`src/rtl/nested_struct_assembler.sv`:
```
// Packs a checksummed 9-byte stream frame into the 62-bit nested struct
// word, with one-entry output buffering and error accounting.
module nested_struct_assembler #(
    parameter int FRAME_CNT_W = 16,
    parameter int ERR_CNT_W   = 8
) (
    input  logic                   clk,
    input  logic                   rst,
    input  logic                   in_valid,
    output logic                   in_ready,
    input  logic [7:0]             in_byte,
    input  logic                   in_last,
    output logic                   out_valid,
    input  logic                   out_ready,
    output logic [61:0]            out_data,
    output logic                   err_chk,
    output logic                   err_len,
    output logic [FRAME_CNT_W-1:0] frame_cnt,
    output logic [ERR_CNT_W-1:0]   err_cnt
);

    typedef enum logic {COLLECT, DRAIN} state_t;

    localparam logic [FRAME_CNT_W-1:0] FRAME_ONE = 1;
    localparam logic [ERR_CNT_W-1:0]   ERR_ONE   = 1;

    state_t      state, state_next;
    logic [3:0]  idx, idx_next;
    logic [7:0]  csum, csum_next;
    logic [7:0]  bytes_q [8];
    logic        accept;
    logic        store;
    logic        load;
    logic        chk_fire;
    logic        len_fire;
    logic [61:0] frame_word;
    logic        unused_bits;

    always_ff @(posedge clk) begin
        if (rst) begin
            state     <= COLLECT;
            idx       <= 4'd0;
            csum      <= 8'd0;
            out_valid <= 1'b0;
            out_data  <= '0;
            err_chk   <= 1'b0;
            err_len   <= 1'b0;
            frame_cnt <= '0;
            err_cnt   <= '0;
        end else begin
            state   <= state_next;
            idx     <= idx_next;
            csum    <= csum_next;
            err_chk <= chk_fire;
            err_len <= len_fire;
            if (load) begin
                out_valid <= 1'b1;
                out_data  <= frame_word;
                frame_cnt <= frame_cnt + FRAME_ONE;
            end else if (out_ready) begin
                out_valid <= 1'b0;
            end
            if ((chk_fire || len_fire) && err_cnt != '1)
                err_cnt <= err_cnt + ERR_ONE;
        end
    end

    // Payload bytes need no reset: they only reach out_data through a load.
    always_ff @(posedge clk) begin
        if (store)
            bytes_q[idx[2:0]] <= in_byte;
    end

    always_comb begin
        state_next = state;
        idx_next   = idx;
        csum_next  = csum;
        store      = 1'b0;
        load       = 1'b0;
        chk_fire   = 1'b0;
        len_fire   = 1'b0;
        if (accept) begin
            unique case (state)
                COLLECT: begin
                    if (idx != 4'd8) begin
                        if (in_last) begin
                            len_fire  = 1'b1;
                            idx_next  = 4'd0;
                            csum_next = 8'd0;
                        end else begin
                            store     = 1'b1;
                            idx_next  = idx + 4'd1;
                            csum_next = csum ^ in_byte;
                        end
                    end else begin
                        idx_next  = 4'd0;
                        csum_next = 8'd0;
                        if (!in_last) begin
                            len_fire   = 1'b1;
                            state_next = DRAIN;
                        end else if (in_byte == csum) begin
                            load = 1'b1;
                        end else begin
                            chk_fire = 1'b1;
                        end
                    end
                end
                DRAIN: begin
                    if (in_last)
                        state_next = COLLECT;
                end
            endcase
        end
    end

    // Stall only when the checksum byte would need a full output register.
    always_comb begin
        in_ready = !(state == COLLECT && idx == 4'd8 &&
                     out_valid && !out_ready);
        accept = in_valid && in_ready;
        frame_word = {bytes_q[0],
                      bytes_q[1], bytes_q[2], bytes_q[3], bytes_q[4],
                      bytes_q[7][7],
                      bytes_q[5], bytes_q[6],
                      bytes_q[7][6:3],
                      bytes_q[7][2]};
        unused_bits = ^bytes_q[7][1:0];
    end

endmodule

```
`config.mk`:
```
export PLATFORM = sky130hd
export DESIGN_NAME = nested_struct_assembler
export DESIGN_NICKNAME = d
export VERILOG_FILES = /design/src/rtl/nested_struct_assembler.sv
export SDC_FILE = /design/constraint.sdc
export NUM_CORES = 1
export LEC_CHECK = 0
export ABC_AREA = 1
export CAP_MARGIN = 20
export CORE_MARGIN = 2
export CORE_UTILIZATION = 57
export CTS_CLUSTER_DIAMETER = 40
export DETAILED_ROUTE_END_ITERATION = 8
export GPL_TIMING_DRIVEN = 1
export HOLD_SLACK_MARGIN = 0.06
export MAX_ROUTING_LAYER = met4
export PLACE_DENSITY = 0.88
export SLEW_MARGIN = 20
export SYNTH_ARGS = -nofsm -noshare
export SYNTH_HDL_FRONTEND = slang
export SYNTH_SLANG_ARGS = --single-unit
```
`constraint.sdc`:
```
create_clock -name clk -period 5.4 [get_ports clk]
set_clock_uncertainty 0.05 [all_clocks]
set_input_delay 1.08 -clock clk [delete_from_list [all_inputs] [get_ports clk]]
set_output_delay 1.08 -clock clk [all_outputs]
set_load 0.05 [all_outputs]
```
==> qor.yml, run 1 <==
route:
  vias: 4907
  drc: 0
  drt_iter0_markers: 402
  drt_pass1_iterations: 6
  routed-wl-met2_um: 7750
  wl_met1_um: 5529
  maxUsedRoutingLayer: "met4"
  wl_per_cell_um: 15.89
  ant_nets: 0
  finalWirelength_um: 14470
  viasPerCell: 5.386
  dr_wl_met3_um: 894
clocking:
  cts_tree: "built"
  ctsHoldBuffers: 0
  cts-root-buf: "clkbuf_8"
  numCtsBuffers: 17
  clk_pin_slew_worst_paths_ps: 70
  clock_sinks: 164
  post_cts_buffers: 0
  htreeDepth: 4
  cts-resized-gates: 0
  clock_latency_ps: 530
  cts_buffer_depth: 2
floorplanning:
  start_util_pct: 57.73
  chipHeight_um: 108.3
  core-area_mm2: 0.01075
  num_io_pins: 103
  die_x_um: 108.3
  die_area_mm2: 0.01173
  placementRows: 38
timing:
  timing.final.ws_setup_ps: 1608
  timing.fmax_mhz: 263.7
  worst_slew_pin_slew_ps: 1086
  grt_setup_unrepaired: "no"
  maxSlewHeadroom_pct: 27.07
  setup_tns_ps: 0
  min_period_ps: 3792
  setup_viol: 0
  final.period_utilization_pct: 70.21
  maxSlewViolCount: 0
  hold_viol_final: 0
cells_and_area:
  nNetsFinal: 777
  fin_util_pct: 72.81
  area_growth_pct: 26.12
  antennaDiodeCount: 0
  drive_gt1_share_pct: 7.393
placed_design:
  place_ws_ps: 1139
  io_buffers: 102
  dpl.hpwl_um: 9245
  gp_congestion: 0.8946
job:
  drv_cap: 0
synth:
  synth_seq_cells: 164
  synth-async-reset-ratio_pct: 0
  synth_seq_area_share_pct: 62.93
  synth_top_area_cell: "dfxtp_1"
  netlist_area_mm2: 0.006203
  syn_nets: 681
  avgSynthCellArea_um2: 9.371
  synth_edf_count: 62
  synth_flop_cell: "dfxtp_1"
  synthCells: 662
  ys_types: 30
  ys_top_cells_by_count: "173 x nor2_1, 102 x dfxtp_1, 81 x nand2_1, 78 x o21ai_0, 62 x edfxtp_1"
  yosysMostFrequentCell: "nor2_1"
  ys_warn_count: 0
  ys_top_cells_by_area: "dfxtp_1 33%, edfxtp_1 30%, nor2_1 10%, o21ai_0 6.3%, nand2_1 4.9%"
  yosys.area.top_type_share_pct: 32.92
setup_path:
  crit_chain: "clkdlybuf4s50_1 > nand2_1 > nand2_1 > nand2_1 > nor2_1 > nand2_1 > nor2_4 > inv_2 > o21ai_0 > a21oi_1"
  cp_slowest_cell: "clkdlybuf4s50_1"
  setup.worst_path.class: "primary input to flop"
  arrival_ps: 4150
  cp.required_ps: 5760
  end_kind: "flop"
  critPathMostFrequentCell: "nand2_1"
  cp_slowest_stage_delay_ps: 840
  path_max_fanout: 65
  worstSetupStartpointType: "primary input"
status:
  status: "finished clean"
power:
  leakage_nw: 3.040
  peakVddDrop_mv: 0.1996
  p_per_area_mw_per_mm2: 321.5
hold_path:
  hold_path_class: "flop to flop"
grt:
  track_usage_pct: 26.18
  grt_pass1_vias: 4699
  antenna_found_initial: 0
  grt_pass1_wl_um: 22880
  grt_overflow_total: 0
  grt_max_degree: 77
==> flip-flops by register name, indices dropped and copies added (netlist names) <==
signal / flops
out_data: 62
bytes_q: 62
idx: 4
err_chk: 1
frame_cnt: 16
err_len: 1
csum: 8
err_cnt: 8
state: 1
out_valid: 1
==> per-layer routing <==
metal	vias to the layer above	track usage [%]
met1	2346	29.83
met5	-	-
li1	2339	-
met4	0	9.982
met2	191	45.78
met3	31	5.003
==> logic make-up after synthesis <==
| group | after synthesis | share of synthesized area [%] |
|---|---|---|
| AND/OR/NAND/NOR | 297 | 19.81 |
| flip-flops | 164 | 62.93 |
| AO/OA/AOI/OAI | 102 | 8.794 |
| buffers and inverters | 84 | 5.990 |
| XOR/XNOR | 9 | 1.271 |
| adder cells (fa/ha/maj) | 6 | 1.210 |
==> worst max-delay path: cells and delay by family <==
| family | cells | cell delay, ps |
|---|---|---|
| compound gates | 2 | 390 |
| buf+inv | 2 | 1470 |
| simple gates | 6 | 1170 |
==> final timing paths <==
check / depth (start not counted) / to / slack (ps) / start
worst max-delay path: 10 / frame_cnt[3]$_SDFFE_PP0P_ / 1610 / in_byte[5]
worst min-delay path: 2 / out_data[42]$_SDFFE_PP0P_ / 420 / bytes_q[2][4]$_DFFE_PP_
worst max register to register: 9 / bytes_q[1][6]$_DFFE_PP_ / 2140 / idx[0]$_SDFFE_PP0P_
worst min register to register: 2 / out_data[42]$_SDFFE_PP0P_ / 420 / bytes_q[2][4]$_DFFE_PP_
==> power by group <==
group	switching [mW]	internal, mW	leakage (nW)
sequential	0.00699	1.29	1.38
combinational	0.0642	0.0268	1.39
clock	0.534	0.588	0.263
==> through the flow <==
step | hold WS, ps | cell area [um^2] | cells | total power, mW
after global placement | 402.0 | 7257 | 879 | 1.412
after floorplan | 397.0 | 6203 | 662 | 1.382
final | 424.0 | 7824 | 911 | 2.516
after detailed placement | 409.2 | 7257 | 879 | 1.417
after CTS | 425.9 | 7814 | 911 | 2.518
after global routing | 446.2 | 7824 | 911 | 2.583
==> final cells by class <==
type,count,area (um^2)
Sequential cell,164,3904
Fill cell,733,2922
Multi-Input combinational cell,414,1938
Timing Repair Buffer,104,1036
Clock buffer,18,417.9
Inverter,57,214.0
Tap cell,140,175.2
Clock inverter,14,138.9
==> layout by cell type (no fill, tap or decap), drive strengths merged <==
cell           count
a21oi             15
nor3               6
a211oi             5
xor2               6
clkbuf            18
o21bai             1
o21ai             81
clkinvlp           3
clkinv             5
nand4              6
inv               63
nand3             21
dfxtp            102
nor2             176
edfxtp            62
xnor2              3
buf                2
ha                 6
clkdlybuf4s50    102
nand2             87
nor3b              1
Note: power is estimated with default switching activity, not from simulation.
==> run 2: changes to the inputs <==
Settings changed: CORE_UTILIZATION 57 to 48, PLACE_DENSITY 0.88 to 0.79.
Clock period 5.4 ns to 3.4 ns, I/O delays scaled along.
==> run 2 against run 1 <==
Core utilization shrank 9.2 points; non-clock buffer count grew 13; routed wire length shrank 2.8%; sequential share of layout area shrank 1.3 points; hold slack lost 4.7 ps; highest routed layer unchanged; critical path depth shrank 4; largest cell class unchanged; cell area grew 2.6%; sequential power grew 59%; clock power grew 74%.
==> qor.yml, run 2 (synthesis results as in run 1) <==
grt:
  grt_overflow_total: 0  # unchanged
  grt_pass1_wl_um: 22670  # -0.94%
  track_usage_pct: 21.07  # -5.1 points
  grt_pass1_vias: 4721  # +0.47%
  antenna_found_initial: 0  # unchanged
  grt_max_degree: 78  # +1.3%
setup_path:
  r2r-start: "idx[0]$_SDFFE_PP0P_"
  end_kind: "primary output"
  reg2reg_slack_ps: 810  # -1330 ps
  cp.required_ps: 2670  # -3090 ps
  setup.worst_path.class: "flop to primary output"
  r2r-end: "out_data[29]$_SDFFE_PP0P_"
  arrival_ps: 2410  # -1740 ps
  worstSetupStartpointType: "flop"
  reg2regPathDepth: 9  # unchanged
  path_max_fanout: 8  # -88%
power:
  peakVddDrop_mv: 0.3415  # +71%
  p_total_mw: 4.168  # +66%
  p_per_area_mw_per_mm2: 519.2  # +61%
  leakage_nw: 3.153  # +3.7%
clocking:
  cts-resized-gates: 0  # unchanged
  cts_tree: "built"
  cts-root-buf: "clkbuf_16"
  cts_buffer_depth: 2  # unchanged
  numCtsBuffers: 17  # unchanged
  clk_pin_slew_worst_paths_ps: 60  # about the same
  ctsHoldBuffers: 0  # unchanged
  htreeDepth: 4  # unchanged
  post_cts_buffers: 0  # unchanged
  clock_sinks: 164  # unchanged
  clock_latency_ps: 420  # -110 ps
route:
  drt_iter0_markers: 450  # +12%
  vias: 4908  # +0.020%
  finalWirelength_um: 14070  # -2.8%
  viasPerCell: 5.134  # -4.7%
  drt_pass1_iterations: 6  # unchanged
  wl_per_cell_um: 14.71  # -7.4%
  ant_nets: 0  # unchanged
  drc: 0  # unchanged
floorplanning:
  start_util_pct: 49.16  # -8.6 points
  core-area_mm2: 0.01262  # +17%
  die_area_mm2: 0.01385  # +18%
  num_io_pins: 103  # unchanged
  placementRows: 41  # +7.9%
  die_x_um: 117.7  # +8.6%
  chipHeight_um: 117.7  # +8.6%
status:
  status: "finished clean"
timing:
  grt_setup_unrepaired: "no"
  min_period_ps: 3141
  setup_tns_ps: 0  # unchanged
  hold_viol_final: 0  # unchanged
  maxSlewHeadroom_pct: 44.12  # +17 points
  final.period_utilization_pct: 92.38
  worst_slew_pin_slew_ps: 838.2  # -247.4 ps
  timing.fmax_mhz: 318.4
  maxSlewViolCount: 0  # unchanged
  setup_viol: 0  # unchanged
cells_and_area:
  drive_gt1_share_pct: 8.673  # +1.3 points
  mostFrequentLayoutCell: "nor2_1"
  nNetsFinal: 790  # +1.7%
  area_growth_pct: 29.41
  antennaDiodeCount: 0  # unchanged
  final_cell_mix: "173 x nor2_1, 102 x dfxtp_1, 102 x clkdlybuf4s50_1"
  fin_util_pct: 63.61  # -9.2 points
hold_path:
  worstHoldStart: "csum[1]$_SDFFE_PP0P_"
  whs_path_depth: 2  # unchanged
  worstHoldEndpoint: "csum[1]$_SDFFE_PP0P_"
  hold_path_class: "flop to flop"
placed_design:
  gp_congestion: 0.8159  # -8.8%
  io_buffers: 102  # unchanged
  dpl.hpwl_um: 9362  # +1.3%
job:
  drv_cap: 0  # unchanged
==> run 2: cell count changes in the layout (fill, tap and decap cells not counted), moves of 2 or more <==
cell / before / now
clkbuf_16: 16 / 20
inv_6: 6 / 4
clkinvlp_4: 3 / 0
nor3_1: 4 / 6
clkinv_8: 2 / 0
buf_4: 2 / 14
inv_4: 0 / 3
nor3_2: 2 / 0
inv_8: 2 / 0
==> run 2: worst max path at each step <==
| stage | startpoint | end | slack (ps) | cells after the start |
|---|---|---|---|---|
| after floorplan | idx[0]$_SDFFE_PP0P_ | bytes_q[1][0]$_DFFE_PP_ | 650 | 9 |
| after global placement | in_byte[7] | out_data[45]$_SDFFE_PP0P_ | 360 | 11 |
| after detailed placement | in_byte[7] | frame_cnt[3]$_SDFFE_PP0P_ | 320 | 11 |
| after CTS | idx[0]$_SDFFE_PP0P_ | in_ready | 230 | 6 |
| after global routing | idx[0]$_SDFFE_PP0P_ | in_ready | 110 | 6 |
| final | idx[0]$_SDFFE_PP0P_ | in_ready | 260 | 6 |
==> run 2: routing by layer <==
| metal | vias up | track usage, % | part of all wire (%) |
|---|---|---|---|
| met1 | 2342 | 25.08 | 42 |
| met5 | - | - | 0 |
| li1 | 2372 | - | - |
| met3 | 22 | 4.603 | 4.7 |
| met2 | 172 | 35.07 | 51 |
| met4 | 0 | 8.208 | 1.8 |
==> run 2: final cells by class <==
type                       instances  area [um^2]
clock buffer                      22        518.0
clock inverter                    10        101.3
fill                            1012         4592
inverter                          57        215.2
multi-input combinational        414         1928
sequential                       164         3904
tap                              172        215.2
timing repair buffer             117         1146
==> run 2: stage by stage <==
stage | setup WS [ps] | cells | hold WS, ps | instance area [um^2]
2_1_floorplan | 651.9 | 662 | 397.0 | 6203
3_3_place_gp | 359.8 | 924 | 400.9 | 7407
3_5_place_dp | 320.6 | 924 | 408.0 | 7407
4_1_cts | 230.6 | 956 | 420.2 | 8026
5_1_grt | 108.6 | 956 | 446.6 | 8028
6_report | 259.0 | 956 | 419.3 | 8028
==> run 2: where the power goes <==
group          switching [mW]  total, mW  leakage (nW)  internal [mW]
registers              0.0109       2.07          1.38           2.06
logic                   0.101      0.150          1.46         0.0496
clock network           0.776       1.95         0.309           1.17
==> run 2: worst max-delay path, stage by stage, from the launching register on <==
cell             delay [ps]
dfxtp_1                 360
clkinv_1                230
ha_1                    310
nand3_4                 110
nor2_2                   50
nand2_1                 120
clkdlybuf4s50_1         820
